File: config.mk
export PLATFORM = sky130hd
export DESIGN_NAME = hpdcache_demux_reg
export DESIGN_NICKNAME = d
export VERILOG_FILES = /design/src/rtl/hpdcache_demux_reg.sv
export SDC_FILE = /design/constraint.sdc
export NUM_CORES = 1
export LEC_CHECK = 0
export CORE_AREA = 2 2 76 78
export DETAILED_ROUTE_END_ITERATION = 10
export DIE_AREA = 0 0 78 80
export PLACE_DENSITY = 0.78
export RECOVER_POWER = 50
export SLEW_MARGIN = 20
export SYNTH_ARGS = -nofsm -noshare
export SYNTH_HDL_FRONTEND = slang
export SYNTH_SLANG_ARGS = --single-unit
File: constraint.sdc
create_clock -name clk_i -period 5.6 [get_ports clk_i]
set_input_delay 1.12 -clock clk_i [delete_from_list [all_inputs] [get_ports clk_i]]
set_output_delay 1.12 -clock clk_i [all_outputs]
set_load 0.03 [all_outputs]
File: src/rtl/hpdcache_demux_reg.sv
// ============================================================================
// Module   : hpdcache_demux_reg
// Brief    : 1-to-NOUTPUT demultiplexer with a single-entry register per output.
//            Optional macro HPDCACHE_DEMUX_REG_DROP_CNT_EN adds a saturating
//            illegal-selector drop counter (drop_cnt_o).
// Revision : 1.0 - initial release
// ============================================================================
`default_nettype none

module hpdcache_demux_reg #(
    parameter int unsigned NOUTPUT     = 2,
    parameter int unsigned DATA_WIDTH  = 32,
    parameter bit          ONE_HOT_SEL = 1'b0,
    localparam int unsigned SEL_WIDTH  = ONE_HOT_SEL ? NOUTPUT
                                       : ((NOUTPUT > 1) ? $clog2(NOUTPUT) : 1)
) (
    input  logic                                 clk_i,
    input  logic                                 rst_i,

    input  logic                                 in_valid_i,
    output logic                                 in_ready_o,
    input  logic [SEL_WIDTH-1:0]                 in_sel_i,
    input  logic [DATA_WIDTH-1:0]                in_data_i,

    output logic [NOUTPUT-1:0]                   out_valid_o,
    input  logic [NOUTPUT-1:0]                   out_ready_i,
    output logic [NOUTPUT-1:0][DATA_WIDTH-1:0]   out_data_o,
`ifdef HPDCACHE_DEMUX_REG_DROP_CNT_EN
    output logic [7:0]                           drop_cnt_o,
`endif
    output logic                                 err_o
);

    logic [NOUTPUT-1:0]                 r_valid;
    logic [NOUTPUT-1:0][DATA_WIDTH-1:0] r_data;
    logic                               r_err;

    logic [NOUTPUT-1:0] w_dec;
    logic               w_legal;
    logic               w_ready_sel;
    logic               w_accept;
    logic [NOUTPUT-1:0] w_load;
    logic [NOUTPUT-1:0] w_drain;

    // w_dec is the one-hot destination; it is all-zero for an illegal binary selector
    generate
        if (NOUTPUT == 1) begin : g_single
            assign w_dec   = 1'b1;
            assign w_legal = 1'b1;
        end else if (ONE_HOT_SEL) begin : g_onehot
            assign w_dec   = in_sel_i;
            assign w_legal = $onehot(in_sel_i);
        end else begin : g_binary
            for (genvar k = 0; k < NOUTPUT; k++) begin : g_dec
                assign w_dec[k] = (32'(in_sel_i) == k);
            end
            assign w_legal = |w_dec;
        end
    endgenerate

    assign w_ready_sel = |(w_dec & (~r_valid | out_ready_i));
    assign in_ready_o  = !rst_i && (!w_legal || w_ready_sel);
    assign w_accept    = in_valid_i && in_ready_o;
    assign w_load      = {NOUTPUT{w_accept && w_legal}} & w_dec;
    assign w_drain     = r_valid & out_ready_i;

    always_ff @(posedge clk_i) begin
        if (rst_i) begin
            r_valid <= '0;
            r_err   <= 1'b0;
        end else begin
            r_valid <= w_load | (r_valid & ~w_drain);
            r_err   <= w_accept && !w_legal;
        end
    end

    // Payload registers carry no reset; validity alone qualifies them
    always_ff @(posedge clk_i) begin
        for (int k = 0; k < NOUTPUT; k++) begin
            if (w_load[k]) begin
                r_data[k] <= in_data_i;
            end
        end
    end

`ifdef HPDCACHE_DEMUX_REG_DROP_CNT_EN
    logic [7:0] r_drop_cnt;

    always_ff @(posedge clk_i) begin
        if (rst_i) begin
            r_drop_cnt <= 8'd0;
        end else if (w_accept && !w_legal && (r_drop_cnt != 8'hFF)) begin
            r_drop_cnt <= r_drop_cnt + 8'd1;
        end
    end

    assign drop_cnt_o = r_drop_cnt;
`endif

    assign out_valid_o = r_valid;
    assign out_data_o  = r_data;
    assign err_o       = r_err;

endmodule

`default_nettype wire

==> flow_summary.html, run 1 <==
<table>
<tr><th>Metric</th><th>Value</th></tr>
<tr><th colspan="2">Run status</th></tr>
<tr><td>Run status</td><td>complete, no violations</td></tr>
<tr><th colspan="2">Clocking</th></tr>
<tr><td>H-Tree Depth</td><td>3</td></tr>
<tr><td>Clock insertion delay at the later pin of the skew report</td><td>0.32 ns</td></tr>
<tr><td>TritonCTS clock tree</td><td>built</td></tr>
<tr><td>Clock root buffer</td><td>clkbuf_8</td></tr>
<tr><td>Clk pin slew, worst setup/hold paths</td><td>~0.070 ns</td></tr>
<tr><td>Number of resized instances in the post-cts repair step</td><td>0</td></tr>
<tr><td>Clock sink count</td><td>66</td></tr>
<tr><td>Clock buffers created by TritonCTS</td><td>9</td></tr>
<tr><td>Post-CTS Setup Inserts</td><td>0</td></tr>
<tr><td>CTS Hold Buffers Added</td><td>0</td></tr>
<tr><td>Maximum buffer depth of the clock tree</td><td>2</td></tr>
<tr><th colspan="2">Worst setup path</th></tr>
<tr><td>Max incr delay on CP</td><td>approximately 0.7 ns</td></tr>
<tr><td>CP Launch Type</td><td>input pin</td></tr>
<tr><td>Worst R2R Start</td><td>out_valid_o[0]</td></tr>
<tr><td>Data required, critical path</td><td>approximately 4.5 ns</td></tr>
<tr><td>Top fanout value on the critical path</td><td>6</td></tr>
<tr><td>Worst EP arrival</td><td>2.85 ns</td></tr>
<tr><td>Sort of element at the end of the critical path</td><td>output pin</td></tr>
<tr><td>Critical path startpoint</td><td>in_sel_i</td></tr>
<tr><td>Chain of cells forming the critical path</td><td>dlygate4sd3_1, and3b_1, a211oi_2, clkdlybuf4s50_1</td></tr>
<tr><td>Setup Crit Path Kind</td><td>in2out</td></tr>
<tr><td>CP max stage cell</td><td>clkdlybuf4s50_1</td></tr>
<tr><th colspan="2">Route</th></tr>
<tr><td>Detailed-router iteration count before antenna repair</td><td>4</td></tr>
<tr><td>First DRT Iteration DRCs</td><td>25</td></tr>
<tr><td>Routed wire length</td><td>4169 um</td></tr>
<tr><td>Via count of the routed design</td><td>between 1,000 and 1,500</td></tr>
<tr><td>Vias per inst</td><td>~4.3</td></tr>
<tr><td>DRC violations left</td><td>0</td></tr>
<tr><td>DR WL/cell</td><td>between 15 and 20 um</td></tr>
<tr><td>Antenna-violating nets left</td><td>0</td></tr>
<tr><th colspan="2">Logic synthesis</th></tr>
<tr><td>Cell Area, Synth</td><td>0.002062 mm2</td></tr>
<tr><td>Post-synthesis net count</td><td>between 100 and 150</td></tr>
<tr><td>Ys flop type</td><td>edfxtp_1</td></tr>
<tr><td>Share of the synthesized area in the top cell type</td><td>0.9320</td></tr>
<tr><td>Most area-hungry cell type in the Yosys netlist</td><td>edfxtp_1</td></tr>
<tr><td>Most area-consuming cells after synthesis</td><td>edfxtp_1 (93%), dfxtp_1 (1.9%), nor2b_4 (0.67%)</td></tr>
<tr><td>Fraction of registers with async set or reset after synthesis</td><td>0</td></tr>
<tr><td>Portion of the post-synthesis area used by sequential elements</td><td>0.9515</td></tr>
<tr><td>Number of flip-flops and latches in the synthesized netlist</td><td>between 60 and 70</td></tr>
<tr><td>Count of synthesis-stage warnings from yosys</td><td>0</td></tr>
<tr><td>Library cells used by synthesis</td><td>15</td></tr>
<tr><td>Avg Synthesized Cell Area</td><td>between 20 and 30 um2</td></tr>
<tr><td>Most numerous cell types in the synthesized netlist</td><td>edfxtp_1 (64), dfxtp_1 (2)</td></tr>
<tr><td>Post-Syn Instances</td><td>79</td></tr>
<tr><td>Number of flops mapped to enable cells by yosys</td><td>between 60 and 70</td></tr>
<tr><td>Most common cell in the synthesized netlist</td><td>edfxtp_1</td></tr>
<tr><th colspan="2">Floorplan</th></tr>
<tr><td>Placement row count</td><td>27</td></tr>
<tr><td>Die Y-Extent</td><td>roughly 80 um</td></tr>
<tr><td>Die Area</td><td>0.006240 mm2</td></tr>
<tr><td>Placeable Area</td><td>about 0.0054 mm2</td></tr>
<tr><td>Horizontal die dimension</td><td>slightly below 80 um</td></tr>
<tr><td>IO Pins</td><td>approximately 110</td></tr>
<tr><td>Initial Util</td><td>0.3815</td></tr>
<tr><th colspan="2">Timing</th></tr>
<tr><td>Final Max Tran Viols</td><td>0</td></tr>
<tr><td>Final hold vios</td><td>0</td></tr>
<tr><td>RSZ-0062 raised after global routing</td><td>false</td></tr>
<tr><td>Tcrit/Tclk final</td><td>0.7084</td></tr>
<tr><td>Tightest Pin Transition</td><td>just under 0.9 ns</td></tr>
<tr><td>Final worst path period need</td><td>3.967 ns</td></tr>
<tr><td>Final-layout setup total negative slack</td><td>0 ns</td></tr>
<tr><td>Final Skew</td><td>roughly 0.011 ns</td></tr>
<tr><td>F_max</td><td>about 0.25 GHz</td></tr>
<tr><td>Worst slew margin</td><td>0.4148</td></tr>
<tr><td>Final setup viols</td><td>0</td></tr>
<tr><th colspan="2">Global route</th></tr>
<tr><td>Largest net degree at the start of global routing</td><td>18</td></tr>
<tr><td>Number of global-route vias before repair</td><td>1,241</td></tr>
<tr><td>Overall fraction of global-route tracks in use</td><td>0.1411</td></tr>
<tr><td>Antenna violations before repair</td><td>1</td></tr>
<tr><td>Global route total overflow</td><td>0</td></tr>
<tr><td>First-pass GRT wire length</td><td>6147 um</td></tr>
<tr><th colspan="2">Pwr</th></tr>
<tr><td>Power Density</td><td>about 320 mW/mm2</td></tr>
<tr><td>Clock power frac</td><td>0.399</td></tr>
<tr><td>Logic gate share of total power</td><td>0.084</td></tr>
<tr><td>Leak Pwr</td><td>roughly 1.2 nW</td></tr>
<tr><td>Largest vdd supply drop</td><td>approximately 0.00021 V</td></tr>
<tr><td>Flop pwr share</td><td>0.516</td></tr>
<tr><td>Sw Ratio</td><td>0.2149</td></tr>
<tr><td>NetSw</td><td>around 0.00023 W</td></tr>
<tr><td>Power, Total</td><td>0.001089 W</td></tr>
<tr><td>Internal Power</td><td>around 0.00085 W</td></tr>
<tr><th colspan="2">Min path</th></tr>
<tr><td>Startpoint of the most critical hold path</td><td>out_valid_o[1]</td></tr>
<tr><td>Worst Hold Class</td><td>reg2reg</td></tr>
<tr><th colspan="2">Job</th></tr>
<tr><td>Max Cap Viol</td><td>0</td></tr>
<tr><th colspan="2">Placed design</th></tr>
<tr><td>Port-buffer cells</td><td>approximately 100</td></tr>
<tr><td>Detailed-placement wirelength estimate</td><td>about 3100 um</td></tr>
<tr><td>GP Congestion</td><td>0.7249</td></tr>
<tr><th colspan="2">Cells and area</th></tr>
<tr><td>Fill cell total of the finished layout</td><td>410</td></tr>
<tr><td>Ratio of cells with drive above 1 in the final layout</td><td>0.09950</td></tr>
<tr><td>Area added between synthesis and finish</td><td>66.26%</td></tr>
<tr><td>Number of nets in the layout</td><td>around 230</td></tr>
</table>
-- area by class of cell --
type	instances	area (um2)	share of cell area
clock buffers	9	123.9	0.03613
multi-input cells	11	88.84	0.02591
repair buffers	107	1056	0.3080
inverters	1	3.754	0.001095
clock inverters	7	101.3	0.02956
flip-flops and latches	66	1962	0.5723
diodes	1	2.502	0.0007299
well taps	72	90.09	0.02628
-- placed cells by master, fill, tap and decap left out, types with 2 or more instances in the layout --
cell type         n
clkdlybuf4s50_1  71
dfxtp_1           2
clkinvlp_4        2
dlygate4sd3_1    33
clkbuf_8          9
edfxtp_1         64
inv_6             2
bufinv_16         2
clkbuf_1          2
-- worst max-delay path: cells and delay by family --
family                 cells  cell delay [ns]
and+or+nand+nor            1             0.22
AOI/OAI and AO/OA          1             0.20
buffers and inverters      2             1.31
-- per-stage QoR --
stage               utilization  hold slack, ns  area (um2)  setup slack [ns]  std cells
floorplan                     -          0.6124        2062            0.5763         79
global placement         0.5947          0.5079        3214             1.775        257
detailed placement       0.5947          0.5135        3214             1.711        257
CTS                      0.6363          0.5259        3440             1.701        273
global route             0.6343          0.5509        3428             1.569        274
finish                   0.6343          0.5256        3428             1.633        274
-- sequential cells by signal, summed over array words and instances, names as in the netlist --
signal,count
out_data_o,64
out_valid_o,2
-- logic make-up after synthesis --
| family | share of synthesized area |
|---|---|
| DFF | 0.9515 |
| and+or+nand+nor | 0.02791 |
| AOI/OAI and AO/OA | 0.01335 |
| other | 0.001819 |
| buffers and inverters | 0.005461 |
-- power by group through the flow --
stage | Combinational, W | Sequential (W) | Clock (W)
global placement | 0.0000964 | 0.000572 | 0
finish | 0.0000920 | 0.000562 | 0.000435
CTS | 0.0000986 | 0.000562 | 0.000446
global route | 0.0000968 | 0.000563 | 0.000466
detailed placement | 0.0000984 | 0.000573 | 0
floorplan | 0.0000106 | 0.000602 | 0
-- final timing paths --
kind / endpoint / slack, ns / cells past startpoint
worst min register to register: out_valid_o[1] / 0.53 / 2
worst max register to register: out_data_o[25] / 3.58 / 3
worst max-delay path: in_ready_o / 1.63 / 4
worst min-delay path: out_valid_o[1] / 0.53 / 2
-- metal layers --
metal | vias up | wire length [um] | track usage
met4 | 0 | 48 | 0.06667
met2 | 79 | 2134 | 0.2405
met3 | 4 | 626 | 0.1007
met5 | - | 0 | 0
li1 | 551 | - | -
met1 | 556 | 1360 | 0.1244
(Power assumes the default switching activity.)
==> inputs of run 2 (changes only) <==
==> constraint.sdc (replaced) <==
create_clock -name clk_i -period 4.1 [get_ports clk_i]
set_input_delay 0.82 -clock clk_i [delete_from_list [all_inputs] [get_ports clk_i]]
set_output_delay 0.82 -clock clk_i [all_outputs]
set_load 0.03 [all_outputs]
==> flow_summary.html, run 2 (synthesized netlist as in run 1, its figures left out) <==
<table>
<tr><th>Metric</th><th>Value</th></tr>
<tr><th colspan="2">Cells and area</th></tr>
<tr><td>Ratio of cells with drive above 1 in the final layout</td><td>0.1050</td></tr>
<tr><td>Most frequent cells in the layout</td><td>clkdlybuf4s50_1 (71), edfxtp_1 (64), dlygate4sd3_1 (33)</td></tr>
<tr><td>Commonest non-fill, non-tap cell in the layout</td><td>clkdlybuf4s50_1</td></tr>
<tr><td>Area added between synthesis and finish</td><td>65.17%</td></tr>
<tr><td>Core occupancy in the finished layout</td><td>0.6301</td></tr>
<tr><td>Fill cell total of the finished layout</td><td>just under 400</td></tr>
<tr><td>Number of nets in the layout</td><td>~230</td></tr>
<tr><td>Total inserted antenna cells</td><td>0</td></tr>
<tr><td>Flip-flop count of the largest register, all copies and words added</td><td>64</td></tr>
<tr><th colspan="2">Floorplan</th></tr>
<tr><td>IO Pins</td><td>around 110</td></tr>
<tr><td>Die Area</td><td>~0.0062 mm2</td></tr>
<tr><td>Placement row count</td><td>27</td></tr>
<tr><td>Initial Util</td><td>0.3815</td></tr>
<tr><td>Die Y-Extent</td><td>about 80 um</td></tr>
<tr><td>Placeable Area</td><td>around 0.0054 mm2</td></tr>
<tr><td>Horizontal die dimension</td><td>78 um</td></tr>
<tr><th colspan="2">Route</th></tr>
<tr><td>Detailed-router iteration count before antenna repair</td><td>3</td></tr>
<tr><td>Routed wire length</td><td>about 4000 um</td></tr>
<tr><td>DR WL/cell</td><td>approximately 15 um</td></tr>
<tr><td>DRC violations left</td><td>0</td></tr>
<tr><td>Antenna-violating nets left</td><td>0</td></tr>
<tr><td>First DRT Iteration DRCs</td><td>15</td></tr>
<tr><td>Vias per inst</td><td>4.272</td></tr>
<tr><td>Via count of the routed design</td><td>1,162</td></tr>
<tr><th colspan="2">Pwr</th></tr>
<tr><td>Flop pwr share</td><td>0.546</td></tr>
<tr><td>Clock power frac</td><td>0.364</td></tr>
<tr><td>Sw Ratio</td><td>0.2175</td></tr>
<tr><td>NetSw</td><td>0.0003060 W</td></tr>
<tr><td>Leak Pwr</td><td>1.169 nW</td></tr>
<tr><td>Largest vdd supply drop</td><td>approximately 0.00025 V</td></tr>
<tr><td>Power Density</td><td>just over 400 mW/mm2</td></tr>
<tr><td>Logic gate share of total power</td><td>0.090</td></tr>
<tr><td>Internal Power</td><td>~0.0011 W</td></tr>
<tr><th colspan="2">Run status</th></tr>
<tr><td>Violations in the final reports</td><td>capacitance limit, slew limit</td></tr>
<tr><td>Run status</td><td>complete, but fails checks</td></tr>
<tr><th colspan="2">Timing</th></tr>
<tr><td>Final-layout setup total negative slack</td><td>0 ns</td></tr>
<tr><td>Final Skew</td><td>between 0.004 and 0.005 ns</td></tr>
<tr><td>Final setup viols</td><td>0</td></tr>
<tr><td>Final hold vios</td><td>0</td></tr>
<tr><td>Final worst path period need</td><td>3.394 ns</td></tr>
<tr><td>Tightest Pin Transition</td><td>between 1.5 and 2 ns</td></tr>
<tr><td>Worst slew margin</td><td>-0.1565</td></tr>
<tr><td>Tcrit/Tclk final</td><td>0.8277</td></tr>
<tr><td>RSZ-0062 raised after global routing</td><td>false</td></tr>
<tr><td>Final Max Tran Viols</td><td>33</td></tr>
<tr><td>F_max</td><td>0.2947 GHz</td></tr>
<tr><th colspan="2">Placed design</th></tr>
<tr><td>Detailed-placement wirelength estimate</td><td>2883 um</td></tr>
<tr><td>GP Congestion</td><td>approximately 0.72</td></tr>
<tr><td>Port-buffer cells</td><td>~100</td></tr>
<tr><th colspan="2">Worst setup path</th></tr>
<tr><td>Chain of cells forming the critical path</td><td>dlygate4sd3_1, and3b_1, a211oi_2, clkdlybuf4s50_1</td></tr>
<tr><td>Buffers and inverters on the worst path</td><td>2</td></tr>
<tr><td>Max incr delay on CP</td><td>roughly 0.71 ns</td></tr>
<tr><td>CP Launch Type</td><td>input pin</td></tr>
<tr><td>Worst EP arrival</td><td>between 2 and 3 ns</td></tr>
<tr><td>Setup Crit Path Kind</td><td>in2out</td></tr>
<tr><td>Top fanout value on the critical path</td><td>6</td></tr>
<tr><td>Sort of element at the end of the critical path</td><td>output pin</td></tr>
<tr><td>CP max stage cell</td><td>clkdlybuf4s50_1</td></tr>
<tr><td>Data required, critical path</td><td>about 3.3 ns</td></tr>
<tr><td>Crit path max-delay family</td><td>buffers and inverters</td></tr>
<tr><th colspan="2">Clocking</th></tr>
<tr><td>Clk pin slew, worst setup/hold paths</td><td>approximately 0.07 ns</td></tr>
<tr><td>Maximum buffer depth of the clock tree</td><td>2</td></tr>
<tr><td>Number of resized instances in the post-cts repair step</td><td>0</td></tr>
<tr><td>Clock insertion delay at the later pin of the skew report</td><td>0.32 ns</td></tr>
<tr><td>Clock buffers created by TritonCTS</td><td>9</td></tr>
<tr><td>CTS Hold Buffers Added</td><td>0</td></tr>
<tr><td>H-Tree Depth</td><td>3</td></tr>
<tr><td>Post-CTS Setup Inserts</td><td>0</td></tr>
<tr><td>Clock root buffer</td><td>clkbuf_8</td></tr>
<tr><td>TritonCTS clock tree</td><td>built</td></tr>
<tr><td>Clock sink count</td><td>66</td></tr>
<tr><th colspan="2">Global route</th></tr>
<tr><td>Global route total overflow</td><td>0</td></tr>
<tr><td>Number of global-route vias before repair</td><td>approximately 1,300</td></tr>
<tr><td>Antenna violations before repair</td><td>0</td></tr>
<tr><td>Overall fraction of global-route tracks in use</td><td>0.1393</td></tr>
<tr><td>Largest net degree at the start of global routing</td><td>33</td></tr>
<tr><td>First-pass GRT wire length</td><td>just over 6000 um</td></tr>
<tr><th colspan="2">Min path</th></tr>
<tr><td>Worst Hold Class</td><td>reg2reg</td></tr>
<tr><th colspan="2">Job</th></tr>
<tr><td>Max Cap Viol</td><td>1</td></tr>
</table>
==> run 2: cell type report <==
type                       count  area (um2)  area share
sequential                    66        1962      0.5760
timing repair buffer         106        1052      0.3090
clock buffer                   9       123.9     0.03637
multi-input combinational     11       103.9     0.03049
tap                           72       90.09     0.02645
clock inverter                 7       70.07     0.02057
inverter                       1       3.754    0.001102
==> run 2: final timing paths <==
| path | cells after the start | slack (ns) | to | start |
|---|---|---|---|---|
| max | 4 | 0.71 | in_ready_o | in_sel_i |
| min | 2 | 0.54 | out_valid_o[1] | out_valid_o[1] |
| max reg2reg | 3 | 1.79 | out_data_o[52] | out_valid_o[1] |
| min reg2reg | 2 | 0.54 | out_valid_o[1] | out_valid_o[1] |
==> run 2: power by group through the flow <==
stage	clock network (W)	logic (W)	registers, W
after detailed placement	0	0.000134	0.000783
after floorplan	0	0.0000147	0.000821
after global placement	0	0.000131	0.000782
after CTS	0.000531	0.000134	0.000768
final	0.000512	0.000126	0.000768
after global routing	0.000557	0.000134	0.000769
==> run 2: routing by layer <==
layer | vias to the layer above | wire [um] | track usage
met3 | 7 | 606 | 0.09163
met4 | 0 | 71 | 0.1000
li1 | 543 | - | -
met5 | - | 0 | 0
met1 | 533 | 1422 | 0.1381
met2 | 79 | 1863 | 0.2095
==> run 2: tightest hold or removal path: stages (launching register included) <==
cell      delay (ns)
dfxtp_1         0.33
nand2b_1        0.10
a21oi_1         0.07
==> run 2: through the flow <==
step | hold WS (ns) | total power, W | cells | cell area, um2 | setup slack (ns)
after global placement | 0.5132 | 0.0009132 | 256 | 3216 | 0.8449
after floorplan | 0.6124 | 0.0008359 | 79 | 2068 | 0.9418
after detailed placement | 0.5279 | 0.0009166 | 256 | 3216 | 0.7963
after CTS | 0.5433 | 0.001433 | 272 | 3410 | 0.7965
final | 0.5404 | 0.001406 | 272 | 3406 | 0.7064
after global routing | 0.5713 | 0.001460 | 272 | 3406 | 0.6741
